<file path="src/rtl/ps2_keyboard_rx_pkg.sv">
// Shared definitions for the PS/2 keyboard receiver: special scan codes,
// FSM state encodings and the frame parity helper.
package ps2_keyboard_rx_pkg;

  localparam logic [7:0] PS2_EXT_CODE = 8'hE0;
  localparam logic [7:0] PS2_BRK_CODE = 8'hF0;

  localparam logic [1:0] PS2_IDLE   = 2'd0;
  localparam logic [1:0] PS2_DATA   = 2'd1;
  localparam logic [1:0] PS2_PARITY = 2'd2;
  localparam logic [1:0] PS2_STOP   = 2'd3;

  // PS/2 uses odd parity over the eight data bits plus the parity bit.
  function automatic logic ps2_parity_ok(input logic [7:0] data, input logic par);
    return ^{data, par};
  endfunction

endpackage

</file>
<file path="src/rtl/ps2_line_filter.sv">
// Synchroniser plus glitch filter for one PS/2 line. The filtered level moves
// only after FILTER_LEN consecutive synchronised samples of the new level.
module ps2_line_filter #(
  parameter int   SYNC_STAGES = 2,
  parameter int   FILTER_LEN  = 4,
  parameter logic IDLE_LEVEL  = 1'b1
) (
  input  logic clk,
  input  logic rst,
  input  logic line_i,
  output logic level_o,
  output logic fall_o
);

  localparam int CW = $clog2(FILTER_LEN + 1);

  logic [SYNC_STAGES-1:0] sync_q, sync_d;
  logic [CW-1:0]          cnt_q, cnt_d;
  logic                   level_q, level_d;
  logic                   fall_q, fall_d;
  logic                   sample;

  assign sample = sync_q[SYNC_STAGES-1];

  // NOTE: every signal written here gets a default first, so no path can
  // leave it unassigned and infer a latch.
  always_comb begin
    sync_d  = {sync_q[SYNC_STAGES-2:0], line_i};
    level_d = level_q;
    cnt_d   = '0;
    fall_d  = 1'b0;
    if (sample != level_q) begin
      if (cnt_q == CW'(FILTER_LEN - 1)) begin
        level_d = sample;
        fall_d  = ~sample;
      end else begin
        cnt_d = cnt_q + CW'(1);
      end
    end
  end

  // NOTE: the synchroniser resets to the idle line level so that leaving
  // reset never looks like an edge.
  always_ff @(posedge clk or posedge rst) begin
    if (rst) begin
      sync_q  <= {SYNC_STAGES{IDLE_LEVEL}};
      cnt_q   <= '0;
      level_q <= IDLE_LEVEL;
      fall_q  <= 1'b0;
    end else begin
      // NOTE: non-blocking assignments so every flop samples pre-edge values.
      sync_q  <= sync_d;
      cnt_q   <= cnt_d;
      level_q <= level_d;
      fall_q  <= fall_d;
    end
  end

  assign level_o = level_q;
  assign fall_o  = fall_q;

endmodule

</file>
<file path="src/rtl/ps2_keyboard_rx.sv">
// PS/2 keyboard receiver: decodes device-to-host frames into make codes.
// Optional typematic-repeat suppression is built when PS2_REPEAT_FILTER_EN is defined.
module ps2_keyboard_rx
  import ps2_keyboard_rx_pkg::*;
#(
  parameter int SYNC_STAGES = 2,
  parameter int FILTER_LEN  = 4,
  parameter int TIMEOUT_CYC = 25000
) (
  input  logic       iVGA_CLK,
  input  logic       iRST,
  input  logic       iPS2_CLK,
  input  logic       iPS2_DAT,
  output logic [7:0] oKeyCode,
  output logic       oKeyValid,
  output logic       oExtended,
  output logic       oFrameErr
);

  localparam int TW = $clog2(TIMEOUT_CYC + 1);

  logic                   ps2_clk_level, ps2_clk_fall, sample_evt;
  logic [SYNC_STAGES-1:0] dat_sync_q, dat_sync_d;
  logic                   dat;

  logic [1:0]    state_q, state_d;
  logic [2:0]    bit_cnt_q, bit_cnt_d;
  logic [7:0]    shift_q, shift_d;
  logic          parity_q, parity_d;
  logic [TW-1:0] tmo_cnt_q, tmo_cnt_d;
  logic          frame_vld_q, frame_vld_d;
  logic          frame_err_q, frame_err_d;

  logic [7:0] key_code_q, key_code_d;
  logic       key_valid_q, key_valid_d;
  logic       extended_q, extended_d;
  logic       ext_flag_q, ext_flag_d;
  logic       brk_flag_q, brk_flag_d;
  logic       make_emit;
`ifdef PS2_REPEAT_FILTER_EN
  logic [7:0] held_code_q, held_code_d;
  logic       held_vld_q, held_vld_d;
`endif

  ps2_line_filter #(
    .SYNC_STAGES (SYNC_STAGES),
    .FILTER_LEN  (FILTER_LEN),
    .IDLE_LEVEL  (1'b1)
  ) u_clk_filter (
    .clk     (iVGA_CLK),
    .rst     (iRST),
    .line_i  (iPS2_CLK),
    .level_o (ps2_clk_level),
    .fall_o  (ps2_clk_fall)
  );

  assign sample_evt = ps2_clk_fall & ~ps2_clk_level;
  assign dat_sync_d = {dat_sync_q[SYNC_STAGES-2:0], iPS2_DAT};
  assign dat        = dat_sync_q[SYNC_STAGES-1];

  // Frame FSM and inter-edge timeout; a sample event always beats the timeout.
  always_comb begin
    state_d     = state_q;
    bit_cnt_d   = bit_cnt_q;
    shift_d     = shift_q;
    parity_d    = parity_q;
    frame_vld_d = 1'b0;
    frame_err_d = 1'b0;

    if (sample_evt || state_q == PS2_IDLE)       tmo_cnt_d = '0;
    else if (tmo_cnt_q != TW'(TIMEOUT_CYC))      tmo_cnt_d = tmo_cnt_q + TW'(1);
    else                                         tmo_cnt_d = tmo_cnt_q;

    if (sample_evt) begin
      case (state_q)
        PS2_IDLE: begin
          if (!dat) begin
            state_d   = PS2_DATA;
            bit_cnt_d = 3'd0;
          end
        end
        PS2_DATA: begin
          shift_d   = {dat, shift_q[7:1]};
          bit_cnt_d = bit_cnt_q + 3'd1;
          if (bit_cnt_q == 3'd7) state_d = PS2_PARITY;
        end
        PS2_PARITY: begin
          parity_d = dat;
          state_d  = PS2_STOP;
        end
        default: begin
          if (dat && ps2_parity_ok(shift_q, parity_q)) frame_vld_d = 1'b1;
          else                                          frame_err_d = 1'b1;
          state_d = PS2_IDLE;
        end
      endcase
    end else if (state_q != PS2_IDLE && tmo_cnt_q == TW'(TIMEOUT_CYC)) begin
      state_d     = PS2_IDLE;
      frame_err_d = 1'b1;
    end
  end

  // Good-frame decode, one cycle after the stop sample; shift_q still holds the byte.
  always_comb begin
    key_code_d  = key_code_q;
    key_valid_d = 1'b0;
    extended_d  = extended_q;
    ext_flag_d  = ext_flag_q;
    brk_flag_d  = brk_flag_q;
`ifdef PS2_REPEAT_FILTER_EN
    held_code_d = held_code_q;
    held_vld_d  = held_vld_q;
    make_emit   = !(held_vld_q && shift_q == held_code_q);
`else
    make_emit   = 1'b1;
`endif
    if (frame_vld_q) begin
      if (shift_q == PS2_EXT_CODE) begin
        ext_flag_d = 1'b1;
      end else if (shift_q == PS2_BRK_CODE) begin
        brk_flag_d = 1'b1;
      end else if (brk_flag_q) begin
        brk_flag_d = 1'b0;
        ext_flag_d = 1'b0;
`ifdef PS2_REPEAT_FILTER_EN
        if (shift_q == held_code_q) held_vld_d = 1'b0;
`endif
      end else begin
        ext_flag_d = 1'b0;
        if (make_emit) begin
          key_code_d  = shift_q;
          extended_d  = ext_flag_q;
          key_valid_d = 1'b1;
`ifdef PS2_REPEAT_FILTER_EN
          held_code_d = shift_q;
          held_vld_d  = 1'b1;
`endif
        end
      end
    end
  end

  always_ff @(posedge iVGA_CLK or posedge iRST) begin
    if (iRST) begin
      dat_sync_q  <= '1;
      state_q     <= PS2_IDLE;
      bit_cnt_q   <= '0;
      shift_q     <= '0;
      parity_q    <= 1'b0;
      tmo_cnt_q   <= '0;
      frame_vld_q <= 1'b0;
      frame_err_q <= 1'b0;
      key_code_q  <= '0;
      key_valid_q <= 1'b0;
      extended_q  <= 1'b0;
      ext_flag_q  <= 1'b0;
      brk_flag_q  <= 1'b0;
`ifdef PS2_REPEAT_FILTER_EN
      held_code_q <= '0;
      held_vld_q  <= 1'b0;
`endif
    end else begin
      dat_sync_q  <= dat_sync_d;
      state_q     <= state_d;
      bit_cnt_q   <= bit_cnt_d;
      shift_q     <= shift_d;
      parity_q    <= parity_d;
      tmo_cnt_q   <= tmo_cnt_d;
      frame_vld_q <= frame_vld_d;
      frame_err_q <= frame_err_d;
      key_code_q  <= key_code_d;
      key_valid_q <= key_valid_d;
      extended_q  <= extended_d;
      ext_flag_q  <= ext_flag_d;
      brk_flag_q  <= brk_flag_d;
`ifdef PS2_REPEAT_FILTER_EN
      held_code_q <= held_code_d;
      held_vld_q  <= held_vld_d;
`endif
    end
  end

  assign oKeyCode  = key_code_q;
  assign oKeyValid = key_valid_q;
  assign oExtended = extended_q;
  assign oFrameErr = frame_err_q;

endmodule
</file>
<file path="config.mk">
export PLATFORM = sky130hd
export DESIGN_NAME = ps2_keyboard_rx
export DESIGN_NICKNAME = d
export VERILOG_FILES = /design/src/rtl/ps2_keyboard_rx_pkg.sv /design/src/rtl/ps2_line_filter.sv /design/src/rtl/ps2_keyboard_rx.sv
export SDC_FILE = /design/constraint.sdc
export NUM_CORES = 1
export LEC_CHECK = 0
export BUFFER_PORTS_ARGS = -buffer_cell sky130_fd_sc_hd__buf_4
export CORE_ASPECT_RATIO = 0.5
export CORE_UTILIZATION = 40
export CTS_BUF_LIST = sky130_fd_sc_hd__clkbuf_8
export CTS_CLUSTER_DIAMETER = 40
export DETAILED_ROUTE_END_ITERATION = 10
export PLACE_DENSITY_LB_ADDON = 0.2
export SYNTH_ARGS = -nofsm -noshare
export SYNTH_HDL_FRONTEND = slang
export SYNTH_SLANG_ARGS = --single-unit
</file>
<file path="constraint.sdc">
create_clock -name iVGA_CLK -period 1.8 [get_ports iVGA_CLK]
set_input_delay 0.36 -clock iVGA_CLK [delete_from_list [all_inputs] [get_ports iVGA_CLK]]
set_output_delay 0.36 -clock iVGA_CLK [all_outputs]
set_load 0.02 [all_outputs]
</file>
==> impl_metrics.env <==
export IMPL_synth_top_area_cell="dfrtp_1"
export IMPL_maxCapViolCount=0
export IMPL_worstReg2RegStart="shift_q[3]"
export IMPL_diodes=0
export IMPL_worst_setup_path_start_kind="register"
export IMPL_cts_sinks=52
export IMPL_grt_max_degree=27
export IMPL_cp_data_required_time_ps=1990
export IMPL_via_count=1544
export IMPL_r2r_end="oFrameErr"
export IMPL_synthXorXnorAreaFrac_pct=7.52
export IMPL_finalSetupTns_ps=0
export IMPL_synth_fa_ha_area_share_pct=5.22
export IMPL_combPwrFrac_pct=5.2
export IMPL_hpwl_um=2970
export IMPL_htreeDepth=2
export IMPL_r2r_cells=6
export IMPL_drt_first_pass_iters=4
export IMPL_drc=0
export IMPL_io_buffers=14
export IMPL_core_um2=5630
export IMPL_area_growth_pct=21.6
export IMPL_clkTransAtPathRegs_ps=100
export IMPL_p_seq_share_pct=57.5
export IMPL_dieArea_um2=6320
export IMPL_cts_buffers=5
export IMPL_fp_dieW_um=111
export IMPL_r2r_slack_ps=20
export IMPL_die_y_um=56.7
export IMPL_final_cells=314
export IMPL_fin_nets=254
export IMPL_layout_common_cells="dfrtp_1, buf_4, nand2_1, nor2_1, ha_1"
export IMPL_final_seq_area_um2=1310
export IMPL_finClkSkew_ps=7.41
export IMPL_grt_setup_unrepaired="yes"
export IMPL_multi_input_area_um2=1060
export IMPL_post_route_period_util_pct=98.8
export IMPL_clkPwrFrac_pct=37.3
export IMPL_synth_async_reset_ratio_pct=100
export IMPL_synthesis_area_um2=2400
export IMPL_grt_pass1_wl_um=7510
export IMPL_num_fill_cells=488
export IMPL_synth_top_family_by_area="simple AND/OR/NAND/NOR gates"
export IMPL_ys_top_cells_by_area="dfrtp_1, mux2_4, dfstp_2"
export IMPL_grt_use_total_pct=15.2
export IMPL_dp_cells=305
export IMPL_grt_pass1_vias=1648
export IMPL_status="complete, no violations"
export IMPL_final_common_cell="dfrtp_1"
export IMPL_synthFlopType="dfrtp_1"
export IMPL_cts_tree="yes"
export IMPL_ys_ff_latch=52
export IMPL_insertion_delay_ps=300
export IMPL_cellLeakagePower_nw=1.36
export IMPL_synth_edff_count=0
export IMPL_ys_types=39
export IMPL_drtIter0Drc=28
export IMPL_synth_area_per_cell_um2=12.1
export IMPL_crit_arrival_ps=1970
export IMPL_path_class="reg -> reg"
export IMPL_finalHoldViolCount=0
export IMPL_synth_area_mux_share_pct=10.8
export IMPL_synthSimpleGateAreaFrac_pct=14.4
export IMPL_cp_end_kind="register"
export IMPL_p_sw_mw=0.469
export IMPL_antenna_found_initial=0
export IMPL_finalSetupViolCount=0
export IMPL_avgRoutedWirePerCell_um=13.5
export IMPL_maxSlewViolCount=0
export IMPL_drive_gt1_share_pct=32.4
export IMPL_max_freq_ghz=0.562
export IMPL_io_pins=15
export IMPL_wl_um=4230
export IMPL_gp_congestion=0.755
export IMPL_peakVddDrop_mv=0.324
export IMPL_synth_seq_area_share_pct=54.6
export IMPL_final_core_util_pct=51.7
export IMPL_worst_hold_slack_ps=106
export IMPL_slew_limit_headroom_pct=63.0
export IMPL_clockBufferDepth=2
export IMPL_cts_root_buf="clkbuf_8"
export IMPL_powerDensity_nw_per_um2=739
export IMPL_start_util_pct=42.5
export IMPL_via_per_inst=4.92
export IMPL_worstPathMaxFanout=3
export IMPL_finalCriticalPeriod_ps=1780
export IMPL_sw_frac_of_total_pct=21.8
export IMPL_synth_net_count=212
export IMPL_hp_class="in -> async"
export IMPL_ctsHoldBuffers=0
export IMPL_tightest_slew_ps=554
export IMPL_syn_inst=198
export IMPL_ant_nets=0
export IMPL_ys_warn_count=0
export IMPL_synth_top_area_share_pct=49.1
export IMPL_p_int_mw=1.68
export IMPL_fp_row_count=19
export IMPL_gr_total_overflow=0
export IMPL_synth_compound_gate_area_share_pct=5.27
how the worst max path moves through the flow:
stage	startpoint	endpoint	slack (ps)	cells past startpoint
after floorplan	u_clk_filter.level_o	state_q[0]	80	6
after global placement	shift_q[7]	oKeyCode[7]	-240	4
after detailed placement	shift_q[6]	oKeyCode[5]	-300	4
after CTS	shift_q[5]	oFrameErr	10	6
after global routing	shift_q[3]	oFrameErr	-50	6
final	shift_q[3]	oFrameErr	20	6
through the flow:
step	cell area, um2	total power, mW	setup WS (ps)
after floorplan	2400	1.34	79.6
final	2910	2.15	21.2
after CTS	2880	2.19	14.0
after global placement	2760	1.37	-239
after global routing	2910	2.26	-45.9
after detailed placement	2760	1.38	-297
sequential cells by signal, indices dropped and copies added, names as in the netlist:
name / count
oKeyValid: 1
brk_flag_q: 1
u_clk_filter.cnt_q: 3
tmo_cnt_q: 15
bit_cnt_q: 3
ext_flag_q: 1
u_clk_filter.level_o: 1
u_clk_filter.sync_q: 2
oFrameErr: 1
parity_q: 1
oKeyCode: 8
oExtended: 1
u_clk_filter.fall_o: 1
state_q: 2
shift_q: 8
frame_vld_q: 1
dat_sync_q: 2
metal layers:
metal	routed length, um	GRT usage, %	up-vias
li1	-	-	762
met3	83	3.35	5
met5	0	0	-
met1	2080	19.5	762
met2	2020	26.2	15
met4	40	4.25	0
synth_stat cells (2+ instances only):
master and instances:
clkbuf_1 2, mux2_2 8, mux2_4 9, inv_1 8
mux2_1 2, nor2b_1 3, nand3_1 7, dfstp_2 5
nor3b_1 2, xor2_1 7, nor2_1 18, nor4_2 2
ha_1 10, a21oi_1 5, o21ai_0 3, o21ai_1 4
nor4_1 5, a32o_1 2, dfrtp_1 47, xnor2_1 11
nand2_1 17, nor3_1 3, nor4b_1 2
logic make-up after synthesis:
family          Yosys count
fa+ha+maj                10
simple gates             66
flops                    52
buf+inv                  12
mux                      20
compound gates           19
xor+xnor                 19
final cells by class:
type                       count  area share (%)
clock buffer                   5            2.36
clock inverter                 3            1.46
inverter                       8            1.03
multi-input combinational    134            36.5
sequential                    52            44.9
tap                           73            3.14
timing repair buffer          39            10.6
power by group through the flow:
stage / sequential [mW] / combinational [mW] / clock (mW)
after floorplan: 1.26 / 0.0824 / 0
after global placement: 1.26 / 0.110 / 0
final: 1.24 / 0.112 / 0.803
after global routing: 1.24 / 0.137 / 0.883
after CTS: 1.24 / 0.116 / 0.834
after detailed placement: 1.26 / 0.116 / 0
critical path, cell delays in order, from the launching register on:
cell and delay [ps]:
dfrtp_1 400, buf_6 120, xor2_1 170, xnor3_1 470, xnor2_2 230, a21oi_2 80
a31o_1 200
repair_timing:
action,CTS,global route
endpoints found under the setup margin,11,7
resized for setup,2,5
buffers inserted,0,1
pin swaps,2,4
Note: power is estimated with default switching activity, not from simulation.
